$ cat src/rtl/multi_adder.sv
// N-operand adder/subtractor: collects NOPS operands via per-operand enables, then
// registers a flagged result. Define MULTI_ADDER_SAT_EN to clamp out-of-range results.
module multi_adder #(
   parameter int BITS = 32,
   parameter int NOPS = 2
) (
   input  logic                 CLK,
   input  logic                 RST_N,
   input  logic [NOPS*BITS-1:0] D,
   input  logic [NOPS-1:0]      IE,
   input  logic                 SUB,
   output logic [BITS-1:0]      Y,
   output logic                 CO,
   output logic                 OE
);

   // Wide enough for NOPS full-scale operands plus a sign bit, so the math is exact.
   localparam int W = BITS + $clog2(NOPS) + 1;

   typedef enum logic [1:0] {IDLE, COLLECT, SUM, DONE} state_t;

   state_t                      state_q, state_d;
   logic [NOPS-1:0]             cap_q, cap_d;
   logic [NOPS-1:0][BITS-1:0]   ops_q, ops_d;
   logic                        sub_q, sub_d;
   logic [BITS-1:0]             y_q, y_d;
   logic                        co_q, co_d;
   logic                        oe_q, oe_d;

   logic signed [W-1:0]         acc;
   logic                        above, below;
   logic [BITS-1:0]             res;

   always_comb begin
      acc = $signed({{(W-BITS){1'b0}}, ops_q[0]});
      for (int i = 1; i < NOPS; i++) begin
         if (sub_q) acc = acc - $signed({{(W-BITS){1'b0}}, ops_q[i]});
         else       acc = acc + $signed({{(W-BITS){1'b0}}, ops_q[i]});
      end
      below = acc[W-1];
      above = ~acc[W-1] & (|acc[W-2:BITS]);
`ifdef MULTI_ADDER_SAT_EN
      if (above)      res = {BITS{1'b1}};
      else if (below) res = '0;
      else            res = acc[BITS-1:0];
`else
      res = acc[BITS-1:0];
`endif
   end

   always_comb begin
      state_d = state_q;
      cap_d   = cap_q;
      ops_d   = ops_q;
      sub_d   = sub_q;
      y_d     = y_q;
      co_d    = co_q;
      oe_d    = oe_q;
      case (state_q)
         IDLE, COLLECT: begin
            // First capture wins; repeat enables on a captured slot are ignored.
            for (int i = 0; i < NOPS; i++) begin
               if (IE[i] && !cap_q[i]) begin
                  cap_d[i] = 1'b1;
                  ops_d[i] = D[i*BITS +: BITS];
               end
            end
            if (&cap_d) begin
               sub_d   = SUB;
               state_d = SUM;
            end else if (|cap_d) begin
               state_d = COLLECT;
            end
         end
         SUM: begin
            y_d     = res;
            co_d    = above | below;
            oe_d    = 1'b1;
            state_d = DONE;
         end
         DONE: begin
            if (IE == '0) begin
               oe_d    = 1'b0;
               cap_d   = '0;
               ops_d   = '0;
               state_d = IDLE;
            end
         end
         default: state_d = IDLE;
      endcase
   end

   always_ff @(posedge CLK or negedge RST_N) begin
      if (!RST_N) begin
         state_q <= IDLE;
         cap_q   <= '0;
         ops_q   <= '0;
         sub_q   <= 1'b0;
         y_q     <= '0;
         co_q    <= 1'b0;
         oe_q    <= 1'b0;
      end else begin
         state_q <= state_d;
         cap_q   <= cap_d;
         ops_q   <= ops_d;
         sub_q   <= sub_d;
         y_q     <= y_d;
         co_q    <= co_d;
         oe_q    <= oe_d;
      end
   end

   assign Y  = y_q;
   assign CO = co_q;
   assign OE = oe_q;

endmodule

$ cat config.mk
export PLATFORM = sky130hd
export DESIGN_NAME = multi_adder
export DESIGN_NICKNAME = d
export VERILOG_FILES = /design/src/rtl/multi_adder.sv
export SDC_FILE = /design/constraint.sdc
export NUM_CORES = 1
export LEC_CHECK = 0
export BUFFER_PORTS_ARGS = -buffer_cell sky130_fd_sc_hd__clkbuf_2
export CORE_MARGIN = 2
export CORE_UTILIZATION = 40
export DETAILED_ROUTE_END_ITERATION = 10
export GPL_ROUTABILITY_DRIVEN = 0
export GPL_TIMING_DRIVEN = 0
export PLACE_DENSITY = 0.63
export RECOVER_POWER = 100
export SYNTH_ARGS = -nofsm -noshare
export SYNTH_HDL_FRONTEND = slang
export SYNTH_SLANG_ARGS = --single-unit
$ cat constraint.sdc
create_clock -name CLK -period 5.4 [get_ports CLK]
set_input_delay 1.35 -clock CLK [delete_from_list [all_inputs] [get_ports CLK]]
set_output_delay 1.35 -clock CLK [all_outputs]
set_load 0.005 [all_outputs]
# ---- After elaboration in Yosys (flattened, before gate mapping)
# Cells that the tools add are included.
dict set report totals {
  register_bits 103
  inputBits 69
  out_inout_bits 34
  wordCells 53
}
dict set report classes {
  n_addsub 2
  n_eq_ne 7
  n_mux 16
  bitwise_logic 3
  n_reduce_logical 17
}
# op count
set op_table {}
lappend op_table {{$pmux 64 s2} 1}
lappend op_table {{$mux 32} 2}
lappend op_table {{$mux 64} 1}
lappend op_table {{$mux 34} 1}
lappend op_table {{$add 32x32->33} 1}
lappend op_table {{$sub 32x32->33} 1}
lappend op_table {{$reduce_and 3->1} 3}
lappend op_table {{$reduce_and 2->1} 4}
lappend op_table {{$mux 2} 3}
lappend op_table {{$ne 2x2->1 const B} 3}
lappend op_table {{$pmux 2 s3} 1}
lappend op_table {{$mux 1} 5}
lappend op_table {{$eq 2x2->1 const B} 2}
lappend op_table {{$logic_not 2->1} 2}
lappend op_table {{$pmux 2 s2} 1}
lappend op_table {{$reduce_bool 2->1} 2}
lappend op_table {{$reduce_or 2->1} 2}
lappend op_table {{$ne 3x3->1 const B} 1}
lappend op_table {{$eq 2x1->1 const B} 1}
lappend op_table {{$logic_and 1x1->1} 2}
lappend op_table {{$logic_not 1->1} 2}
lappend op_table {{$pmux 1 s2} 1}
lappend op_table {{$and 1x1->1} 1}
lappend op_table {{$not 1->1} 1}
lappend op_table {{$or 1x1->1} 1}

# ---- Longest topological paths before layout
dict set report logic_depth {
  depth_word 8
  ltp_mapped 12
  mapped_depth_nobuf 12
}

# ---- Worst setup path after synthesis
# OpenSTA, ideal clock, no wires.
dict set report synth_path {
  kind {reg-to-reg}
  start {register ops_q[0] in the netlist's numbering}
  end {register co_q (netlist: CO)}
  setup_time_ns 0.124
  t_arrival_ns 2.499
  t_required_ns 5.276
  setup_slack_ns 2.777
  stages_incl_launch_ff 13
  path_buffers 0
  period_less_slack_ns 2.623
  cell_sequence {dfrtp_1 inv_1 ha_1 fa_1 nand2b_1 a21oi_1 o211ai_1 a211oi_2 o21ai_1 a32oi_1 and4_1 nor3_1 a211o_1}
}
dict set report synth_between {
  elab_chain_len 5
  word_cells_on_any_way 6
  cone_classes {2 x add/sub; 1 x mux; 3 x bitwise}
}
# element line
set synth_lines {}
lappend synth_lines {{start, declared} 24} ;# logic [NOPS-1:0][BITS-1:0] ops_q, ops_d;
lappend synth_lines {{start signal, assigned} 105} ;# ops_q <= ops_d;
lappend synth_lines {{$sub 32x32->33} 37} ;# if (sub_q) acc = acc - $signed({{(W-BITS){1'b0}}, ops_q[i]});
lappend synth_lines {{$mux 34 (*)} 37}
lappend synth_lines {{$not 1->1} 41} ;# above = ~acc[W-1] & (|acc[W-2:BITS]);
lappend synth_lines {{$and 1x1->1} 41}
lappend synth_lines {{$or 1x1->1 (*)} 77} ;# co_d = above | below;
lappend synth_lines {{end signal, assigned} 108} ;# co_q <= co_d;
lappend synth_lines {{end, declared} 27} ;# logic co_q, co_d;
# Mark *: on every way between the ends. The rest lies on a longest branch, timed or not.
# A chain may end at the register's enable or synchronous reset.

# ---- Final worst setup path
# Same ends and word-level chain as after synthesis.

==> impl_metrics.yaml <==
run_status:
  outcome: "complete, but fails checks"
  failed_checks: "capacitance limit, slew limit"
sta:
  skew_ns: 0.0133
  setup-tns-final_ns: 0
  fin_crit_ns: 3.51
  drv_slew: 104
  fin_crit_sh_pct: 65.0
  rsz0062_at_grt: "false"
  slew_headroom_pct: -71.7
  worst_pin_slew_ns: 2.57
  fmax_mhz: 285
  hold_viol_final: 0
  finalSetupViolations: 0
worst_hold_path:
  worstHoldEndpoint: "Y[26]"
  hp-start: "Y[26]"
  min_path_type: "register to register"
  min_path_cells: 2
detailed_routing:
  wl_microns: 23100
  wl_per_cell_microns: 16.8
  drtPass1Iterations: 5
  drcViolationCount: 0
  vias_per_cell: 5.46
  vias: 7487
  ant_nets: 0
  drt_iter0_drc: 685
clock_network:
  post_cts_buffers: 0
  clockBufferDepth: 2
  h-tree-depth: 3
  cts_buffers: 9
  insertion_delay_ns: 0.37
  cts_tree: "yes"
  cts_root_buf: "clkbuf_16"
  cts_sinks: 103
  cts_resized: 0
  ctsHoldBuffers: 0
  clk_pin_slew_ns: 0.07
critical_path:
  cp-startpoint: "ops_q[0]"
  r2r_end: "CO"
  crit_type: "register to register"
  r2r_slack_ns: 1.89
  cp_max_fo: 3
  end_kind: "register"
  reg2reg_from: "ops_q[0]"
  crit_chain: "inv_1, ha_1, fa_1, nand2b_1, a21oi_1, o211ai_1, a211oi_1, o21ai_0, a32oi_1, and4_1, nor3_1, a211o_1"
  critical-path-max-stage-delay_ns: 0.49
  r2r_cells: 12
  cp-start-kind: "register"
  critPathSlowestCell: "a211oi_1"
  arrival_ns: 3.76
  required_ns: 5.65
layout:
  multi_input_area_sq_um: 4610
  nets: 1242
  drive_gt1_share_pct: 11.1
  fillers: 2007
  syn_to_final_growth_pct: 13.7
  seqCellArea_sq_um: 2580
  antennaDiodeCount: 0
global_route:
  grt_pass1_vias: 7047
  grtUsageTotal_pct: 23.3
  antenna_found_initial: 0
  grt_max_degree: 104
  globalRouteOverflowTotal: 0
  grt_pass1_wl_microns: 37300
placed_design:
  io_buffers: 102
  hpwl_microns: 18400
logic_synthesis:
  synth_fp_nets: 1129
  synth.cell_area_sq_um: 7760
  yosysTopAreaCell: "dfrtp_1"
  syn_inst: 994
  syn_area_per_cell_sq_um: 7.81
  yosysWarnings: 0
  synth_seq_cells: 103
  async_reset_ff_share_pct: 100
  synth-seq-area-share_pct: 33.2
  synth_edf_count: 0
  synthTopCellsByArea: "dfrtp_1 (33%), ha_1 (10%), nand2_1 (9.5%)"
  synth_ff_type: "dfrtp_1"
  synth.top_cell.area_share_pct: 33.2
  ys_types: 68
flow_run:
  max-cap-violations: 1
floorplan:
  io_pins: 103
  die_area_sq_um: 20500
  num_rows: 50
  initial_core_util_pct: 41.1
  core_area_sq_um: 18900
  die_w_microns: 143
  chipHeight_microns: 143
metrics by stage:
stage | cells | hold slack [ns] | setup WS (ns) | util, % | area, sq um
floorplan | 994 | 0.467 | 2.78 | - | 7760
global placement | 1356 | 0.462 | 1.56 | 45.5 | 8600
detailed placement | 1356 | 0.470 | 2.10 | 45.5 | 8600
CTS | 1372 | 0.486 | 2.08 | 47.0 | 8890
global route | 1372 | 0.503 | 1.57 | 46.7 | 8830
finish | 1372 | 0.477 | 1.89 | 46.7 | 8830
state kept, by name (all words and copies together) (netlist names):
signal / flops
CO: 1
sub_q: 1
state_q: 2
OE: 1
Y: 32
ops_q: 64
cap_q: 2
worst max-delay path by stage:
stage	endpoint	slack, ns	cells after the start
after floorplan	CO	2.78	12
final	CO	1.89	12
after global placement	Y[30]	1.56	1
after CTS	CO	2.08	12
after detailed placement	Y[30]	2.10	12
after global routing	Y[23]	1.57	1
routing by layer:
layer / wire, microns / global-route usage [%]
met4: 544 / 8.20
met3: 1720 / 3.62
met1: 11300 / 35.1
met5: 0 / 0
met2: 9510 / 33.6
cells in the final DEF, fill, tap and decap left out, types with 9 or more instances in the layout:
| cell | count |
|---|---|
| a211oi_1 | 11 |
| a21o_1 | 14 |
| a21oi_1 | 78 |
| clkbuf_1 | 63 |
| clkbuf_16 | 9 |
| clkbuf_2 | 78 |
| dfrtp_1 | 103 |
| ha_1 | 64 |
| inv_1 | 67 |
| nand2_1 | 196 |
| nand2b_1 | 10 |
| nand3_1 | 20 |
| nor2_1 | 42 |
| nor3_1 | 24 |
| nor4_1 | 9 |
| o21a_1 | 10 |
| o21ai_0 | 132 |
| o31ai_1 | 21 |
| xnor2_1 | 23 |
cell type report:
cell class	count	area share (%)
Clock inverter	6	0.595
Multi-Input combinational cell	765	52.2
Inverter	67	2.85
Tap cell	260	3.69
Sequential cell	103	29.2
Clock buffer	10	2.59
Timing Repair Buffer	102	5.43
Buffer	59	3.46
cells in the mapped netlist (all sizes together), types with 4 or more instances:
cell / n
a211oi: 11
a21o: 14
a21oi: 78
a31oi: 8
and4: 4
buf: 24
clkbuf: 35
dfrtp: 103
ha: 64
inv: 67
mux2i: 5
nand2: 197
nand2b: 10
nand3: 20
nand4: 4
nor2: 42
nor2b: 8
nor3: 25
nor4: 9
o211ai: 8
o21a: 10
o21ai: 133
o21bai: 4
o311ai: 5
o31a: 4
o31ai: 21
or3: 5
xnor2: 23
logic make-up after synthesis:
group,after synthesis,synth area share [%]
flip-flops,103,33.2
XOR/XNOR,26,2.93
AND/OR/NAND/NOR,337,19.1
adder cells (fa/ha/maj),66,10.8
buffers and inverters,126,7.29
AO/OA/AOI/OAI,331,26.0
multiplexers,5,0.645
worst max-delay path: cells and delay by family, from the launching register on:
| kind | cells | cell delay, ns |
|---|---|---|
| flops | 1 | 0.48 |
| fa+ha+maj | 2 | 0.61 |
| buf+inv | 1 | 0.08 |
| simple gates | 3 | 0.46 |
| compound gates | 6 | 1.75 |
Power is left out: the tool's default activity adds up to more than one toggle a clock period on the data nets, which glitch-free logic cannot reach.
